### config.mk
export PLATFORM = sky130hd
export DESIGN_NAME = mem_port_arbiter
export DESIGN_NICKNAME = d
export VERILOG_FILES = /design/src/rtl/cpu_mem_pkg.sv /design/src/rtl/arb_pick.sv /design/src/rtl/mem_port_arbiter.sv
export SDC_FILE = /design/constraint.sdc
export NUM_CORES = 1
export LEC_CHECK = 0
export ABC_AREA = 1
export BUFFER_PORTS_ARGS = -buffer_cell sky130_fd_sc_hd__buf_2
export CAP_MARGIN = 20
export CORE_AREA = 3 3 164 166
export DETAILED_ROUTE_END_ITERATION = 10
export DIE_AREA = 0 0 167 169
export PLACE_DENSITY_LB_ADDON = 0.25
export SETUP_SLACK_MARGIN = 0.15
export SLEW_MARGIN = 20
export SYNTH_ARGS = -nofsm -noshare
export SYNTH_HDL_FRONTEND = slang
export SYNTH_SLANG_ARGS = --single-unit
### constraint.sdc
create_clock -name clk -period 9.2 [get_ports clk]
set_clock_uncertainty 0.1 [all_clocks]
set_input_delay 1.84 -clock clk [delete_from_list [all_inputs] [get_ports clk]]
set_output_delay 1.84 -clock clk [all_outputs]
set_load 0.02 [all_outputs]
### src/rtl/cpu_mem_pkg.sv
// cpu_mem_pkg: types and widths shared by the memory port arbiter and its
// winner-select helper.
package cpu_mem_pkg;

  typedef enum logic [1:0] {
    IDLE   = 2'd0,
    ACCESS = 2'd1,
    WAIT   = 2'd2,
    RESP   = 2'd3
  } arb_state_t;

  typedef enum logic {
    OWN_I = 1'b0,
    OWN_D = 1'b1
  } owner_t;

  // Read latency counter holds MEM_LAT (1..7).
  localparam int LAT_CNT_W = 3;
  // Consecutive-D-grant counter holds up to MAX_D_STREAK (1..15).
  localparam int STREAK_W  = 4;

endpackage

### src/rtl/arb_pick.sv
// arb_pick: combinational winner select between fetch (I) and load/store (D)
// plus the registered D-streak counter that bounds how long I can starve.
//
// Ports:
//   clk, rst  clock, asynchronous active-high reset
//   iReq      fetch request
//   dReq      load/store request
//   grantEn   a grant is being taken this cycle (arbiter idle, any request)
//   winner    OWN_D or OWN_I; valid whenever grantEn is high
module arb_pick
  import cpu_mem_pkg::*;
#(
  parameter int MAX_D_STREAK = 4
) (
  input  logic   clk,
  input  logic   rst,
  input  logic   iReq,
  input  logic   dReq,
  input  logic   grantEn,
  output owner_t winner
);

  localparam logic [STREAK_W-1:0] STREAK_MAX = STREAK_W'(MAX_D_STREAK);

  logic [STREAK_W-1:0] streak;

  // D wins by default; once I has watched MAX_D_STREAK D grants go by it is
  // forced through.
  always_comb begin
    winner = OWN_I;
    if (dReq && !(iReq && (streak == STREAK_MAX))) begin
      winner = OWN_D;
    end
  end

  // Only a D grant taken over a waiting I extends the streak; anything else
  // means I is not being held off, so the count restarts.
  always_ff @(posedge clk or posedge rst) begin
    if (rst) begin
      streak <= '0;
    end else if (grantEn) begin
      if ((winner == OWN_D) && iReq) begin
        if (streak != '1) begin
          streak <= streak + 1'b1;
        end
      end else begin
        streak <= '0;
      end
    end
  end

endmodule

### src/rtl/mem_port_arbiter.sv
// mem_port_arbiter: shares the single-port instruction/data memory between
// instruction fetch (I) and load/store (D). One access at a time; the
// winner gets registered read data and a one-cycle done pulse.
//
// Ports:
//   clk, rst                        clock, asynchronous active-high reset
//   i_req, i_addr                   fetch request, held until i_done
//   i_done, i_rdata                 fetch completion pulse and data
//   d_req, d_we, d_addr, d_wdata    load/store request, held until d_done
//   d_done, d_rdata                 load/store completion pulse and load data
//   mem_addr, mem_wdata, mem_we     memory command (from latched values)
//   mem_rdata                       memory read data, valid MEM_LAT cycles
//                                   after the ACCESS cycle
//   busy, owner                     transaction in progress / its owner
//
// state  | meaning
// -------+---------------------------------------------------------------
// IDLE   | sample requests, latch winner/addr/wdata/we on any request
// ACCESS | drive command; the only cycle mem_we can be high
// WAIT   | read latency down-count; capture mem_rdata when count is 1
// RESP   | pulse the owner's done; requests are not sampled
module mem_port_arbiter
  import cpu_mem_pkg::*;
#(
  parameter int ADDR_W       = 32,
  parameter int DATA_W       = 64,
  parameter int MEM_LAT      = 1,
  parameter int MAX_D_STREAK = 4
) (
  input  logic              clk,
  input  logic              rst,
  input  logic              i_req,
  input  logic [ADDR_W-1:0] i_addr,
  output logic              i_done,
  output logic [DATA_W-1:0] i_rdata,
  input  logic              d_req,
  input  logic              d_we,
  input  logic [ADDR_W-1:0] d_addr,
  input  logic [DATA_W-1:0] d_wdata,
  output logic              d_done,
  output logic [DATA_W-1:0] d_rdata,
  output logic [ADDR_W-1:0] mem_addr,
  output logic [DATA_W-1:0] mem_wdata,
  output logic              mem_we,
  input  logic [DATA_W-1:0] mem_rdata,
  output logic              busy,
  output logic              owner
);

  localparam logic [LAT_CNT_W-1:0] LAT_LOAD = LAT_CNT_W'(MEM_LAT);
  localparam logic [LAT_CNT_W-1:0] LAT_LAST = LAT_CNT_W'(1);

  arb_state_t           state;
  arb_state_t           stateNext;
  owner_t               winner;
  owner_t               ownerQ;
  logic [ADDR_W-1:0]    addrQ;
  logic [DATA_W-1:0]    wdataQ;
  logic                 weQ;
  logic [LAT_CNT_W-1:0] latCnt;
  logic [DATA_W-1:0]    iRdataQ;
  logic [DATA_W-1:0]    dRdataQ;
  logic                 grantEn;
  logic                 lastWait;

  assign grantEn  = (state == IDLE) && (i_req || d_req);
  assign lastWait = (state == WAIT) && (latCnt == LAT_LAST);

  arb_pick #(
    .MAX_D_STREAK(MAX_D_STREAK)
  ) uPick (
    .clk    (clk),
    .rst    (rst),
    .iReq   (i_req),
    .dReq   (d_req),
    .grantEn(grantEn),
    .winner (winner)
  );

  always_ff @(posedge clk or posedge rst) begin
    if (rst) begin
      state <= IDLE;
    end else begin
      state <= stateNext;
    end
  end

  always_comb begin
    stateNext = state;
    case (state)
      IDLE:    if (grantEn) stateNext = ACCESS;
      ACCESS:  stateNext = weQ ? RESP : WAIT;
      WAIT:    if (lastWait) stateNext = RESP;
      RESP:    stateNext = IDLE;
      default: stateNext = IDLE;
    endcase
  end

  // Request latch: taken once per transaction so requesters may drop req
  // mid-access without disturbing the command on the memory pins.
  always_ff @(posedge clk or posedge rst) begin
    if (rst) begin
      ownerQ <= OWN_I;
      addrQ  <= '0;
      wdataQ <= '0;
      weQ    <= 1'b0;
    end else if (grantEn) begin
      ownerQ <= winner;
      if (winner == OWN_D) begin
        addrQ  <= d_addr;
        wdataQ <= d_wdata;
        weQ    <= d_we;
      end else begin
        addrQ  <= i_addr;
        wdataQ <= '0;
        weQ    <= 1'b0;
      end
    end
  end

  always_ff @(posedge clk or posedge rst) begin
    if (rst) begin
      latCnt <= '0;
    end else if (state == ACCESS) begin
      latCnt <= LAT_LOAD;
    end else if (state == WAIT) begin
      latCnt <= latCnt - 1'b1;
    end
  end

  always_ff @(posedge clk or posedge rst) begin
    if (rst) begin
      iRdataQ <= '0;
      dRdataQ <= '0;
    end else if (lastWait) begin
      if (ownerQ == OWN_D) begin
        dRdataQ <= mem_rdata;
      end else begin
        iRdataQ <= mem_rdata;
      end
    end
  end

  assign busy      = (state != IDLE);
  assign owner     = ownerQ;
  assign mem_addr  = addrQ;
  assign mem_wdata = wdataQ;
  assign mem_we    = (state == ACCESS) && weQ;
  assign i_done    = (state == RESP) && (ownerQ == OWN_I);
  assign d_done    = (state == RESP) && (ownerQ == OWN_D);
  assign i_rdata   = iRdataQ;
  assign d_rdata   = dRdataQ;

endmodule

* Word-level counts from Yosys, hierarchy flattened
Index checks and enable logic that the tools add are counted.
** Cells by class
- Muxes and demuxes :: 12
- Bitwise logic cells :: 1
- Add/sub/neg operators :: 2
- Reduce and logical (&&, ||, !) cells :: 17
- Equal/unequal tests :: 9
** Operators with widths (number)
- 2-to-1 mux 64 bit :: 1
- 2-to-1 mux 32 bit :: 1
- logical AND 1 bit :: 8
- 2-to-1 mux 4 bit :: 2
- case mux 2 bit (4 select lines) :: 1
- AND reduction 2 bit :: 4
- 2-to-1 mux 3 bit :: 2
- != test 2 bit, second input constant :: 3
- adder 4 x 1 -> 4 bit, second input constant :: 1
- equality test 2 bit, second input constant :: 2
- equality test 4 x 3 -> 1 bit, second input constant :: 1
- 2-to-1 mux 2 bit :: 2
- != test 4 bit, second input constant :: 1
- nonzero test 2 bit :: 2
- equality test 3 x 1 -> 1 bit, second input constant :: 1
- 2-to-1 mux 1 bit :: 3
- subtractor 3 x 1 -> 3 bit, second input constant :: 1
- equality test 2 x 1 -> 1 bit, second input constant :: 1
- logical NOT 2 bit :: 1
- logical NOT 1 bit :: 1
- logical OR 1 bit :: 1
- NOT 1 bit :: 1
** Word-level totals
- Output and inout bits :: 229
- Bits of input ports :: 197
- Flip-flop bits (word level) :: 235

* Longest topological paths before layout
- Word-level depth :: 8
- Gate-level depth with buffers :: 9
- Depth with buffers taken out :: 8

* Cells and area by module
From an unflattened synthesis, not the netlist that was laid out.
** Second synthesis, totals
- Cells, all modules :: 1087
- Area, all modules :: 9628.0 µm²
** By module, submodules not included
- mem_port_arbiter :: cells an instance 1049, sequential area each 5780.5 µm², times used 1, area each 9345.2 µm²
- arb_pick :: cells an instance 38, sequential area each 100.1 µm², times used 1, area each 282.8 µm²

* Worst setup path after synthesis
No wires, ideal clock.
- Path kind :: in2reg
- Start point :: input d_req
- End point :: register wdataQ[0] (netlist: mem_wdata[0])
- Stages on the path :: 8
- Path buffers :: 3
- Path slack :: 6312 ps
- Data arrival time :: 2671 ps
- Path through :: buf_4 -> inv_2 -> a21oi_2 -> inv_2 -> buf_2 -> buf_2 -> nand2_1 -> nand2_1
** Between the ends
- Word-level cells in the longest chain between the ends :: 3
- Elaborated cells on any way between the ends :: 5
- Classes of those cells :: mux: 2; reduce/logical: 3
** Ends and longest elaborated chain
- start, declared :: RTL line mem_port_arbiter.sv:36 : input logic d_req,
- logical AND 1 bit :: RTL line arb_pick.sv:31 : if (dReq && !(iReq && (streak == STREAK_MAX))) begin
- 2-to-1 mux 1 bit :: RTL line arb_pick.sv:31
- 2-to-1 mux 64 bit :: RTL line mem_port_arbiter.sv:109 : if (winner == OWN_D) begin
- end signal, assigned :: RTL line mem_port_arbiter.sv:111 : wdataQ <= d_wdata;
- end, declared :: RTL line mem_port_arbiter.sv:58 : logic [DATA_W-1:0] wdataQ;
Several ways; a longest one is shown, not always the timed one.
A chain may end at the register's enable or synchronous reset.

* Worst setup path after layout
- Start point :: input i_req
- End point :: register wdataQ[25] (netlist: mem_wdata[25])
** Between the ends
- Word-level cells in the longest chain between the ends :: 5
- Elaborated cells on any way between the ends :: 7
- Classes of those cells :: mux: 2; reduce/logical: 5
** Ends and longest elaborated chain
- start, declared :: RTL line mem_port_arbiter.sv:32 : input logic i_req,
- logical AND 1 bit :: RTL line arb_pick.sv:31
- logical NOT 1 bit :: RTL line arb_pick.sv:31
- logical AND 1 bit :: RTL line arb_pick.sv:31
- 2-to-1 mux 1 bit :: RTL line arb_pick.sv:31
- 2-to-1 mux 64 bit :: RTL line mem_port_arbiter.sv:109
Several ways; a longest one is shown, not always the timed one.

==> impl_summary.txt <==
----------------------------------------------------
[Critical path]
  Buffers and inverters on the worst path ... 2
  Flop2flop setup slack ... 6.05 ns
  Worst setup EP type ... flop
  Crit path cell chain ... buf_2 -> nand4_2 -> nand2_2 -> nor2_4 -> buf_4 -> nand2_1 -> nand2_1
  Required arrival time at the worst endpoint ... 9.52 ns
  Top cell by count, worst path ... nand2_1
  Category of cells accounting for the largest share of critical-path delay ... simple AND/OR/NAND/NOR gates
  Reg2reg end ... mem_wdata[48]
  R2R Path Start ... uPick.streak[0]
  Max incr delay on CP ... 0.83 ns
  Data arrival time of the worst path ... 4.21 ns
  Class of the most critical setup path ... in2reg
  Worst Reg-to-Reg Cells ... 8
  Critical path startpoint category ... input pin
  Critical Path Slowest Stage Cell ... nand2_2
  Maximum net fanout on the critical path ... 63

[Route]
  Remaining antenna violation count ... 0
  Initial drt markers ... 748
  Detailed-routing iteration count for the pre-antenna-repair pass ... 5
  Remaining routing DRC violations ... 0
  Wire length after detailed routing ... 28,300 um
  Routed length per instance ... 15.4 um
  Average via count per standard cell ... 4.57
  Total vias in the final route ... 8,396

[Clocking]
  Worst-Skew Late Latency ... 0.54 ns
  Number of buffers added for setup after CTS ... 0
  Root cell of the clock tree ... clkbuf_16
  Clock transition at the register clock pins on the worst setup and hold paths after CTS ... 0.06 ns
  TritonCTS Sinks ... 235
  Maximum root-to-sink buffer count ... 3
  Count of instances resized after the clock tree is built ... 0
  Number of CTS-inserted buffers ... 25
  CTS tree ... yes
  Hold buffers post-CTS ... 0
  Clock H-tree levels ... 1

[Timing]
  Hold Vio Cnt, Final ... 0
  RSZ-0062 raised after global routing ... no
  Final min period ... 3.89 ns
  Slew HR ... 33.6%
  Max Transition Viols Final ... 0
  Accumulated negative setup slack ... 0 ns
  Final setup fails ... 0
  Worst hold margin ... 0.374 ns
  Final setup slack of the worst path ... 5.31 ns
  Highest attainable clock frequency ... 257 MHz
  Worst slew pin tran ... 0.995 ns
  Post-route fraction of the period consumed by the critical path ... 42.3%

[Synthesis]
  Synthesis Warnings ... 0
  Sequential-to-total area share from yosys stat ... 62.2%
  Post-Synthesis Cells ... 1,080
  Register bit total from synthesis ... 235
  Most common cell in the synthesized netlist ... nand2_1
  Syn Std Cell Area ... 9450 sq um
  Leading post-synthesis cells by cell area ... dfrtp_1 (62%), nand2_1 (20%), o21ai_0 (7.0%)
  Post-synth cell types ... 26
  Cell type contributing the most total cell area after synthesis ... dfrtp_1
  Mapped Nets ... 1,285
  Top cell types by occurrence after synthesis ... nand2_1 (500), dfrtp_1 (235), o21ai_0 (133)
  Synth top area share ... 62.2%
  EDFF count, synth ... 0
  Share of flip-flops with an asynchronous set or reset ... 100%
  Commonest register cell after synthesis ... dfrtp_1
  Synthesized area per cell ... 8.75 sq um

[Placement]
  Instance area at placement ... 11,800 sq um
  Worst-case setup slack after placement ... 4.69 ns
  PortBufs ... 425
  Weighted congestion reported at the end of routability-driven placement ... 0.861
  Post-detailed-placement half-perimeter wirelength ... 20,300 um

[Hold path]
  Class of the worst hold path ... reg2reg
  Min-Delay Path Depth ... 2
  Worst Min Path Start ... mem_wdata[19]
  Endpoint of the worst hold-timing path ... mem_wdata[19]

[Floorplanning]
  Site Rows ... 59
  Effective utilization at floorplan ... 36.7%
  DIE HEIGHT ... 169 um
  I/O pin cnt ... 426
  Core region area ... 25,800 sq um
  Die span in x ... 167 um
  Die footprint ... 28,200 sq um

[Flow run]
  Maxcap violations ... 0

[Finish]
  Total Nets Final ... 1,683
  Layout Utilization ... 49.1%
  P&R area growth vs syn ... 33.7%
  Filler cells ... 2,526
  Area of all placed cells without fillers ... 12,600 sq um
  Proportion of layout cells with a drive suffix above 1 ... 32.1%

[GRT]
  Pin count of the biggest net entering global routing ... 129
  Number of antenna violations at the first check in global routing ... 9
  Via count of the first global-routing pass ... 8,122
  GRT overflow ... 0
  Wire length of the first global-routing pass ... 44,100 um
  Total Routing Usage GR ... 19.1%

[Power and ir drop]
  Pleak ... 7.39 nW
  Worst IR Drop VDD ... 0.208 mV
  Pwr/cell area ... 380 nW/um^2

[Status]
  Outcome ... complete, no violations

----------------------------------------------------
-- routing by layer --
metal | routed length (um) | track usage, %
met1 | 11300 | 23.9
met3 | 2590 | 5.77
met2 | 13400 | 31.5
met5 | 46 | 0
met4 | 900 | 6.81
-- layout make-up --
type | count | area, sq um | share of cell area, %
Sequential cell | 235 | 5880 | 46.5
Multi-Input combinational cell | 701 | 3010 | 23.8
Timing Repair Buffer | 431 | 2180 | 17.2
Clock buffer | 37 | 731 | 5.78
Tap cell | 335 | 419 | 3.32
Inverter | 84 | 323 | 2.55
Clock inverter | 7 | 81.3 | 0.643
Antenna cell | 7 | 17.5 | 0.139
-- state kept, by name, summed over array words and instances, names as in the netlist --
signal,count
d_rdata,64
i_rdata,64
latCnt,3
mem_addr,32
mem_wdata,64
owner,1
state,2
uPick.streak,4
weQ,1
-- how the worst max path moves through the flow --
stage | from | to | slack (ns) | cells past startpoint
6_report | i_req | mem_wdata[25] | 5.31 | 7
5_1_grt | i_req | mem_wdata[44] | 5.07 | 7
4_1_cts | i_req | mem_wdata[48] | 5.27 | 7
3_5_place_dp | i_req | mem_wdata[56] | 4.69 | 7
3_3_place_gp | i_req | mem_wdata[56] | 4.73 | 7
2_1_floorplan | rst | d_rdata[0] | 0.81 | 1
-- report_power, final --
group          switching [W]  internal [W]  leakage (nW)
clock network       0.000416      0.000580         0.398
logic                0.00138      0.000636          4.13
registers           0.000265       0.00153          2.86
-- cell families after synthesis --
logic type | share of synthesized area, %
buffers and inverters | 6.34
adder cells (fa/ha/maj) | 1.06
AO/OA/AOI/OAI | 7.49
AND/OR/NAND/NOR | 22.8
XOR/XNOR | 0.0927
flip-flops | 62.2
-- worst register-to-register path: cells and delay by family, from the launching register on --
kind                     cells  cell delay, ns
AND/OR/NAND/NOR              5            1.73
buffers and inverters        2            0.63
flip-flops                   1            0.42
adder cells (fa/ha/maj)      1            0.22
-- layout by cell type (no fill, tap or decap), types with 2 or more instances in the layout --
| master | count |
|---|---|
| buf_2 | 425 |
| buf_4 | 5 |
| clkbuf_1 | 6 |
| clkbuf_16 | 25 |
| clkbuf_8 | 6 |
| clkinv_2 | 3 |
| dfrtp_1 | 235 |
| diode_2 | 7 |
| ha_1 | 8 |
| inv_1 | 80 |
| inv_2 | 3 |
| nand2_1 | 500 |
| nand3_1 | 37 |
| nand3_4 | 2 |
| nand4_1 | 5 |
| nor2_1 | 4 |
| o21ai_0 | 133 |
-- per-stage QoR --
step	instances	power, W
global placement	1786	0.00380
finish	1837	0.00481
floorplan	1080	0.00305
global route	1835	0.00515
CTS	1830	0.00487
detailed placement	1786	0.00384
(Power assumes the default switching activity.)
